<file path="config.mk">
export PLATFORM = sky130hd
export DESIGN_NAME = sdp_sched
export DESIGN_NICKNAME = d
export VERILOG_FILES = /design/src/rtl/sdp_sched.sv
export SDC_FILE = /design/constraint.sdc
export NUM_CORES = 1
export LEC_CHECK = 0
export CAP_MARGIN = 0
export CORE_MARGIN = 3
export CORE_UTILIZATION = 50
export CTS_BUF_LIST = sky130_fd_sc_hd__clkbuf_4 sky130_fd_sc_hd__clkbuf_8 sky130_fd_sc_hd__clkbuf_16
export DETAILED_ROUTE_END_ITERATION = 8
export PLACE_DENSITY = 0.88
export RECOVER_POWER = 50
export SETUP_SLACK_MARGIN = 0.15
export SYNTH_ARGS = -nofsm -noshare
export SYNTH_HDL_FRONTEND = slang
export SYNTH_SLANG_ARGS = --single-unit
</file>
<file path="constraint.sdc">
create_clock -name clk -period 5.7 [get_ports clk]
set_input_delay 0.57 -clock clk [delete_from_list [all_inputs] [get_ports clk]]
set_output_delay 0.57 -clock clk [all_outputs]
set_load 0.005 [all_outputs]
</file>
<file path="src/rtl/sdp_sched.sv">
// Round-robin scheduler for a fixed-latency datapath shared by three requesters.
// Issues one operation per RUN cycle and returns results in issue order.
module sdp_sched #(
   parameter int LAT      = 3,
   parameter int INIT_CYC = 4
) (
   input  logic       clk,
   input  logic       reset,
   input  logic [2:0] req,
   input  logic [5:0] req_ctl,
   input  logic [8:0] req_abc,
   input  logic       drain,
   input  logic       dp_out,
   output logic [2:0] gnt,
   output logic       dp_reset,
   output logic       dp_ctl_1,
   output logic       dp_ctl_2,
   output logic       dp_a,
   output logic       dp_b,
   output logic       dp_c,
   output logic       rsp_valid,
   output logic [1:0] rsp_id,
   output logic       rsp_data,
   output logic       busy,
   output logic [1:0] state_dbg
);

   typedef enum logic [1:0] {
      ST_INIT  = 2'd0,
      ST_RUN   = 2'd1,
      ST_DRAIN = 2'd2,
      ST_IDLE  = 2'd3
   } state_e;

   state_e     state_q, state_d;
   logic [3:0] cnt_q, cnt_d;
   logic [1:0] ptr_q, ptr_d;
   logic       rsp_valid_q, rsp_valid_d;
   logic [1:0] rsp_id_q, rsp_id_d;
   logic       rsp_data_q, rsp_data_d;
   logic       busy_q, busy_d;

   logic [2:0] gnt_rr;
   logic [1:0] gnt_id;
   logic [1:0] idx;
   logic       issue;

   // Tracker view: stage 0 is the operation issuing this cycle, deeper stages are
   // registered, so the last stage lines up with the cycle dp_out is valid.
   logic [LAT-1:0]      stg_v;
   logic [LAT-1:0][1:0] stg_id;

   assign stg_v[0]  = issue;
   assign stg_id[0] = gnt_id;

   generate
      if (LAT > 1) begin : g_pipe
         logic [LAT-2:0]      v_q, v_d;
         logic [LAT-2:0][1:0] id_q, id_d;

         always_comb begin
            v_d  = stg_v[LAT-2:0];
            id_d = stg_id[LAT-2:0];
         end

         always_ff @(posedge clk) begin
            if (reset) begin
               v_q  <= '0;
               id_q <= '0;
            end else begin
               v_q  <= v_d;
               id_q <= id_d;
            end
         end

         assign stg_v[LAT-1:1]  = v_q;
         assign stg_id[LAT-1:1] = id_q;
      end
   endgenerate

   always_ff @(posedge clk) begin
      if (reset) begin
         state_q     <= ST_INIT;
         cnt_q       <= '0;
         ptr_q       <= '0;
         rsp_valid_q <= 1'b0;
         rsp_id_q    <= '0;
         rsp_data_q  <= 1'b0;
         busy_q      <= 1'b0;
      end else begin
         state_q     <= state_d;
         cnt_q       <= cnt_d;
         ptr_q       <= ptr_d;
         rsp_valid_q <= rsp_valid_d;
         rsp_id_q    <= rsp_id_d;
         rsp_data_q  <= rsp_data_d;
         busy_q      <= busy_d;
      end
   end

   always_comb begin
      state_d = state_q;
      cnt_d   = cnt_q;
      case (state_q)
         ST_INIT: begin
            if (cnt_q == 4'(INIT_CYC - 1)) state_d = ST_RUN;
            else                           cnt_d   = cnt_q + 4'd1;
         end
         ST_RUN:   if (drain)   state_d = ST_DRAIN;
         // Leaving DRAIN depends only on the pipeline emptying, not on drain.
         ST_DRAIN: if (~|stg_v) state_d = ST_IDLE;
         ST_IDLE:  if (!drain)  state_d = ST_RUN;
         default:  state_d = ST_INIT;
      endcase
   end

   always_comb begin
      gnt_rr = '0;
      gnt_id = '0;
      idx    = '0;
      // Walk from the farthest offset down so the nearest requester at/after ptr wins.
      for (int k = 2; k >= 0; k--) begin
         idx = 2'((int'(ptr_q) + k) % 3);
         if (req[idx]) begin
            gnt_rr = 3'b001 << idx;
            gnt_id = idx;
         end
      end

      gnt   = (!reset && state_q == ST_RUN && !drain) ? gnt_rr : 3'b000;
      issue = |gnt;

      {dp_ctl_2, dp_ctl_1} = 2'b00;
      {dp_c, dp_b, dp_a}   = 3'b000;
      if (issue) begin
         {dp_ctl_2, dp_ctl_1} = req_ctl[2*gnt_id +: 2];
         {dp_c, dp_b, dp_a}   = req_abc[3*gnt_id +: 3];
      end

      dp_reset  = reset || (state_q == ST_INIT);
      state_dbg = state_q;
      rsp_valid = rsp_valid_q;
      rsp_id    = rsp_id_q;
      rsp_data  = rsp_data_q;
      busy      = busy_q;
   end

   always_comb begin
      ptr_d       = issue ? ((gnt_id == 2'd2) ? 2'd0 : gnt_id + 2'd1) : ptr_q;
      rsp_valid_d = stg_v[LAT-1];
      rsp_id_d    = stg_id[LAT-1];
      rsp_data_d  = dp_out;
      busy_d      = |stg_v;
   end

endmodule

</file>
== Yosys cells after proc, flatten, opt, wreduce, memory -nomap -nowiden ==
Index checks and enable logic that the tools add are counted.

* Add/subtract/negate cells: 4
* Equality and inequality tests: 9
* Bitwise gates (word level): 1
* Reduce and logical (&&, ||, !) cells: 10
* Magnitude comparators: 3
* Shifts and indexed selects: 5
* Divide/modulo/power cells: 3
* $mul: 1
* Multiplexer cells: 24

{| class="wikitable"
|+ Operator list
! operator !! count
|-
| modulo 32 x 3 -> 32 bit, second input constant || 2
|-
| modulo 3 x 3 -> 32 bit, second input constant || 1
|-
| 2-to-1 mux 2 bit || 8
|-
| 2-to-1 mux 3 bit || 4
|-
| < comparator 2 x 3 -> 1 bit, second input constant || 3
|-
| indexed part select 9 x 5 -> 3 bit || 1
|-
| left shift 1 x 2 -> 3 bit, first input constant || 3
|-
| 2-to-1 mux 1 bit || 8
|-
| != test 2 bit, second input constant || 4
|-
| case mux 2 bit (4 select lines) || 1
|-
| binary-select mux 1 bit (select 2 bit) || 3
|-
| == test 2 bit, second input constant || 3
|-
| indexed part select 6 x 4 -> 2 bit || 1
|-
| OR reduction 5 bit || 1
|-
| adder 4 x 1 -> 4 bit, second input constant || 1
|-
| == test 4 x 2 -> 1 bit, second input constant || 1
|-
| multiplier 2 x 2 -> 4 bit, first input constant || 1
|-
| AND reduction 4 bit || 1
|-
| adder 2 x 1 -> 3 bit, second input constant || 1
|-
| adder 2 x 2 -> 3 bit, second input constant || 1
|-
| OR reduction 3 bit || 1
|-
| adder 2 x 1 -> 2 bit, second input constant || 1
|-
| == test 2 x 1 -> 1 bit, second input constant || 1
|-
| logical AND 1 bit || 2
|-
| 5 further kinds || 6
|}

* Register bits after elaboration: 19
* Input bits: 22

== Longest topological paths before layout ==
* Word-level depth: 11
* Depth in mapped cells: 10

== Worst setup path after synthesis ==
OpenSTA, ideal clock, no wires.

* Path type: register -> output
* From: reg ptr_q[0]
* To: out dp_a
* Arrival: 2.154 ns
* Slack: 2.976 ns
* Stages on the path, launching flop included: 10
* Data required time: 5.130 ns
* Path buffers: 1
* Cell sequence: dfxtp_1 -> inv_1 -> ha_1 -> buf_6 -> mux2_4 -> mux2_2 -> a2111oi_4 -> nor2_2 -> nor3_4 -> a211oi_1

* Longest elaborated chain between the ends: 10
* Elaborated cells between the ends (all ways): 25

{| class="wikitable"
|+ Ends and longest elaborated chain
! element !! line !! source
|-
| start, declared || 37 || <nowiki>logic [1:0] ptr_q, ptr_d;</nowiki>
|-
| start signal, assigned || 93 || <nowiki>ptr_q <= ptr_d;</nowiki>
|-
| adder 2 x 2 -> 3 bit || 123 || <nowiki>idx = 2'((int'(ptr_q) + k) % 3);</nowiki>
|-
| modulo 32 x 3 -> 32 bit || 123 ||
|-
| binary-select mux 1 bit (select 2 bit) || 124 || <nowiki>if (req[idx]) begin</nowiki>
|-
| 2-to-1 mux 1 bit (implied by the code) || 124 ||
|-
| 2-to-1 mux 3 bit (2 in a row) || 124 ||
|-
| 2-to-1 mux 3 bit (*) || 124 ||
|-
| 2-to-1 mux 3 bit (*) || 130 || <nowiki>gnt = (!reset && state_q == ST_RUN && !drain) ? gnt_rr : 3'b000;</nowiki>
|-
| via gnt[0] || 14 || <nowiki>output logic [2:0] gnt,</nowiki>
|-
| OR reduction 3 bit (*) || 131 || <nowiki>issue = |gnt;</nowiki>
|-
| 2-to-1 mux 1 bit (*) || 135 || <nowiki>if (issue) begin</nowiki>
|-
| end, declared || 18 || <nowiki>output logic dp_a,</nowiki>
|}

Mark *: on every way through the listed nets, which the timed path passes. The rest lies on a longest branch. The select of a mux whose other input is x is not followed.

== Worst setup path in the final report ==
* From: reg ptr_q[0]
* To: out dp_c

* Longest elaborated chain between the ends: 10
* Elaborated cells between the ends (all ways): 25

{| class="wikitable"
|+ Ends and longest elaborated chain
! element !! line !! source
|-
| adder 2 x 2 -> 3 bit || 123 ||
|-
| modulo 32 x 3 -> 32 bit || 123 ||
|-
| binary-select mux 1 bit (select 2 bit) || 124 ||
|-
| 2-to-1 mux 1 bit (implied by the code) || 124 ||
|-
| 2-to-1 mux 2 bit / 2-to-1 mux 3 bit (equally long branches) (3 in a row) || 124 ||
|-
| multiplier 2 x 2 -> 4 bit / 2-to-1 mux 3 bit (equally long branches) || 137, 130 ||
|-
| indexed part select 9 x 5 -> 3 bit / OR reduction 3 bit (equally long branches) || 137, 131 ||
|-
| 2-to-1 mux 1 bit (*) || 135 ||
|-
| end, declared || 20 || <nowiki>output logic dp_c,</nowiki>
|}

Mark *: on every way between the ends. The rest lies on a longest branch, timed or not. The select of a mux whose other input is x is not followed.

==> results_dict.tcl <==
set metrics [dict create \
    status "finished clean" \
    boundaryPins 38 \
    fill_cells 168 \
    worstMarginPinSlew_ns 0.780 \
    fin_skew_ns 0.0107 \
    antennaDiodeCount 0 \
    maxCapViolCount 0 \
    die-area_um2 3080 \
    placement_rows 17 \
    setup_violations 0 \
    wire_per_inst_um 13.2 \
    whs_ns 0.432 \
    ys_ff_latch 19 \
    fin_crit_ns 3.85 \
    die_height_um 55.5 \
    synthMuxAreaShare 0.0878 \
    max_slew_margin 0.480 \
    antenna_found_initial 0 \
    cts_root_buf "clkbuf_4" \
    cts_buffer_depth 2 \
    die_x_um 55.5 \
    port_buffers 37 \
    h-tree-depth 1 \
    worstPathRequired_ns 5.13 \
    clkSinkCount 19 \
    gp_congestion 0.739 \
    cts_setup_buffers 0 \
    num_vias 1132 \
    drt_pass1_iterations 5 \
    insertion_delay_ns 0.30 \
    cp_slowest_cell "clkdlybuf4s50_1" \
    rrSetupSlack_ns 3.14 \
    yosys_warnings 0 \
    syn-num-nets 172 \
    crit_top_cell "inv_1" \
    cts.reportedPaths.clkPinSlew_ns 0.11 \
    crit_family "buffers and inverters" \
    core_area_um2 2280 \
    grt_pass1_wl_um 4450 \
    synth_top_family_by_area "simple AND/OR/NAND/NOR gates" \
    p_leak_nw 0.627 \
    syn2layout_area_growth_pct 32.1 \
    finalHoldViolCount 0 \
    rsz0062_at_grt "false" \
    start_util 0.538 \
    routed_via_density 5.55 \
    synth_adder_area_share 0.0919 \
    drt_iter0_markers 24 \
    min_path_type "flop to flop" \
    cp_max_fo 10 \
    cts_resized 0 \
    period_share 0.676 \
    arrival_ns 3.28 \
    critPathKind "flop to primary output" \
    hpwl_um 2130 \
    yosysUniqueCellTypes 37 \
    synth-xor-area-share 0.0215 \
    finalWirelength_um 2700 \
    cp_num_buf_inv 3 \
    crit_chain "inv_1 > ha_1 > mux2_2 > mux2i_1 > o211a_1 > or3_4 > inv_1 > nor3_4 > a211oi_1 > clkdlybuf4s50_1" \
    drv_slew 0 \
    end_kind "primary output" \
    cellPowerDensity_nw_per_um2 242 \
    ys_seq_area_frac 0.311 \
    grt_remaining_overflow 0 \
    ant_nets 0 \
    synth_edf_count 0 \
    setup_tns_ns 0 \
    synthCells 141 \
    grt_pass1_vias 1031 \
    max_freq_mhz 260 \
    cts_tree "built" \
    grt_max_degree 24 \
    ys.flop_type "dfxtp_1" \
    avgSynthCellArea_um2 8.69 \
    slowest_delay_ns 0.57 \
    synth_area_um2 1220 \
    numCtsBuffers 3 \
    ctsHoldBuffers 0 \
    start_kind "flop" \
    track_usage 0.175 \
    peakVddDrop_uv 216 \
    synth-compound-area-share 0.196 \
    nNetsFinal 208 \
    final_layout_size_suffix_gt1_frac 0.0852 \
    drc 0 \
    synthArstFlopShare 0 \
    yosys.area_share.simple 0.229 \
]
-- report_power, final --
| part | switching, mW | total [mW] | internal, mW |
|---|---|---|---|
| logic | 0.0807 | 0.162 | 0.0810 |
| registers | 0.0126 | 0.163 | 0.150 |
| clock network | 0.0409 | 0.0670 | 0.0261 |
-- placed cells by master, fill, tap and decap left out, types with 5 or more instances in the layout --
| cell | n |
|---|---|
| clkdlybuf4s50_1 | 32 |
| nand3_1 | 5 |
| a21oi_1 | 8 |
| mux2i_1 | 7 |
| nand2_1 | 7 |
| nor2b_1 | 11 |
| dfxtp_1 | 19 |
| nor2_1 | 18 |
| ha_1 | 9 |
| inv_1 | 10 |
| a211oi_1 | 5 |
| dlygate4sd3_1 | 5 |
-- final timing paths --
| check | from | end | cells past startpoint |
|---|---|---|---|
| max | ptr_q[0]$_SDFFE_PP0P_ | dp_c | 10 |
| min reg2reg | rsp_id_d[1]$_SDFF_PP0_ | rsp_id[1]$_SDFF_PP0_ | 1 |
| max reg2reg | ptr_q[0]$_SDFFE_PP0P_ | busy$_SDFF_PP0_ | 9 |
| min | rsp_id_d[1]$_SDFF_PP0_ | rsp_id[1]$_SDFF_PP0_ | 1 |
-- through the flow --
stage	setup slack, ns	instance area, um^2	utilization	power (mW)	instances
after floorplan	2.98	1220	-	0.271	141
after global placement	2.03	1590	0.699	0.319	200
after detailed placement	1.94	1590	0.699	0.328	200
after CTS	1.88	1620	0.711	0.394	204
after global routing	1.69	1620	0.711	0.420	204
final	1.85	1620	0.711	0.392	204
-- sequential cells by signal (all words and copies together), names as in the netlist --
name,count
ptr_q,2
state_dbg,2
rsp_data,1
cnt_q,4
g_pipe.id_d,2
g_pipe.v_q,2
busy,1
rsp_id_d,2
rsp_valid,1
rsp_id,2
-- Yosys cell counts, drive strengths merged (2+ instances only) --
cell type,number,area (um^2)
mux2i,7,70.1
nand3,5,25.0
o211ai,2,15.0
or2,2,12.5
xor2,3,26.3
a21oi,9,48.8
nand2b,4,25.0
o31ai,2,15.0
a21o,2,15.0
a211oi,5,37.5
ha,9,113
o22a,2,18.8
nand2,7,26.3
mux2,3,37.5
o21ai,3,15.0
nor2b,11,68.8
buf,5,36.3
dfxtp,19,380
inv,10,37.5
nor2,19,73.8
nand3b,2,15.0
-- layer usage --
layer	up-vias	track usage	wire [um]
li1	558	-	-
met3	4	0.0491	193
met2	49	0.311	1360
met1	521	0.200	1120
met4	0	0.0590	26
met5	-	0	0
-- area by class of cell --
cell class	count	area [um^2]	share of cell area
clock buffer	3	22.5	0.0139
clock inverter	1	5.00	0.00309
inverter	10	37.5	0.0232
multi-input combinational	106	767	0.474
sequential	19	380	0.235
tap	28	35.0	0.0217
timing repair buffer	37	370	0.229
-- logic make-up (layout without fill, tap and decap cells) --
group	count (synthesis)	count (layout)
adders and majority gates	9	9
muxes	10	10
AOI/OAI and AO/OA	31	31
buffers and inverters	16	51
xor gates and xnor gates	3	3
DFF	19	19
and+or+nand+nor	53	53
Power figures use the tool's default switching activity.
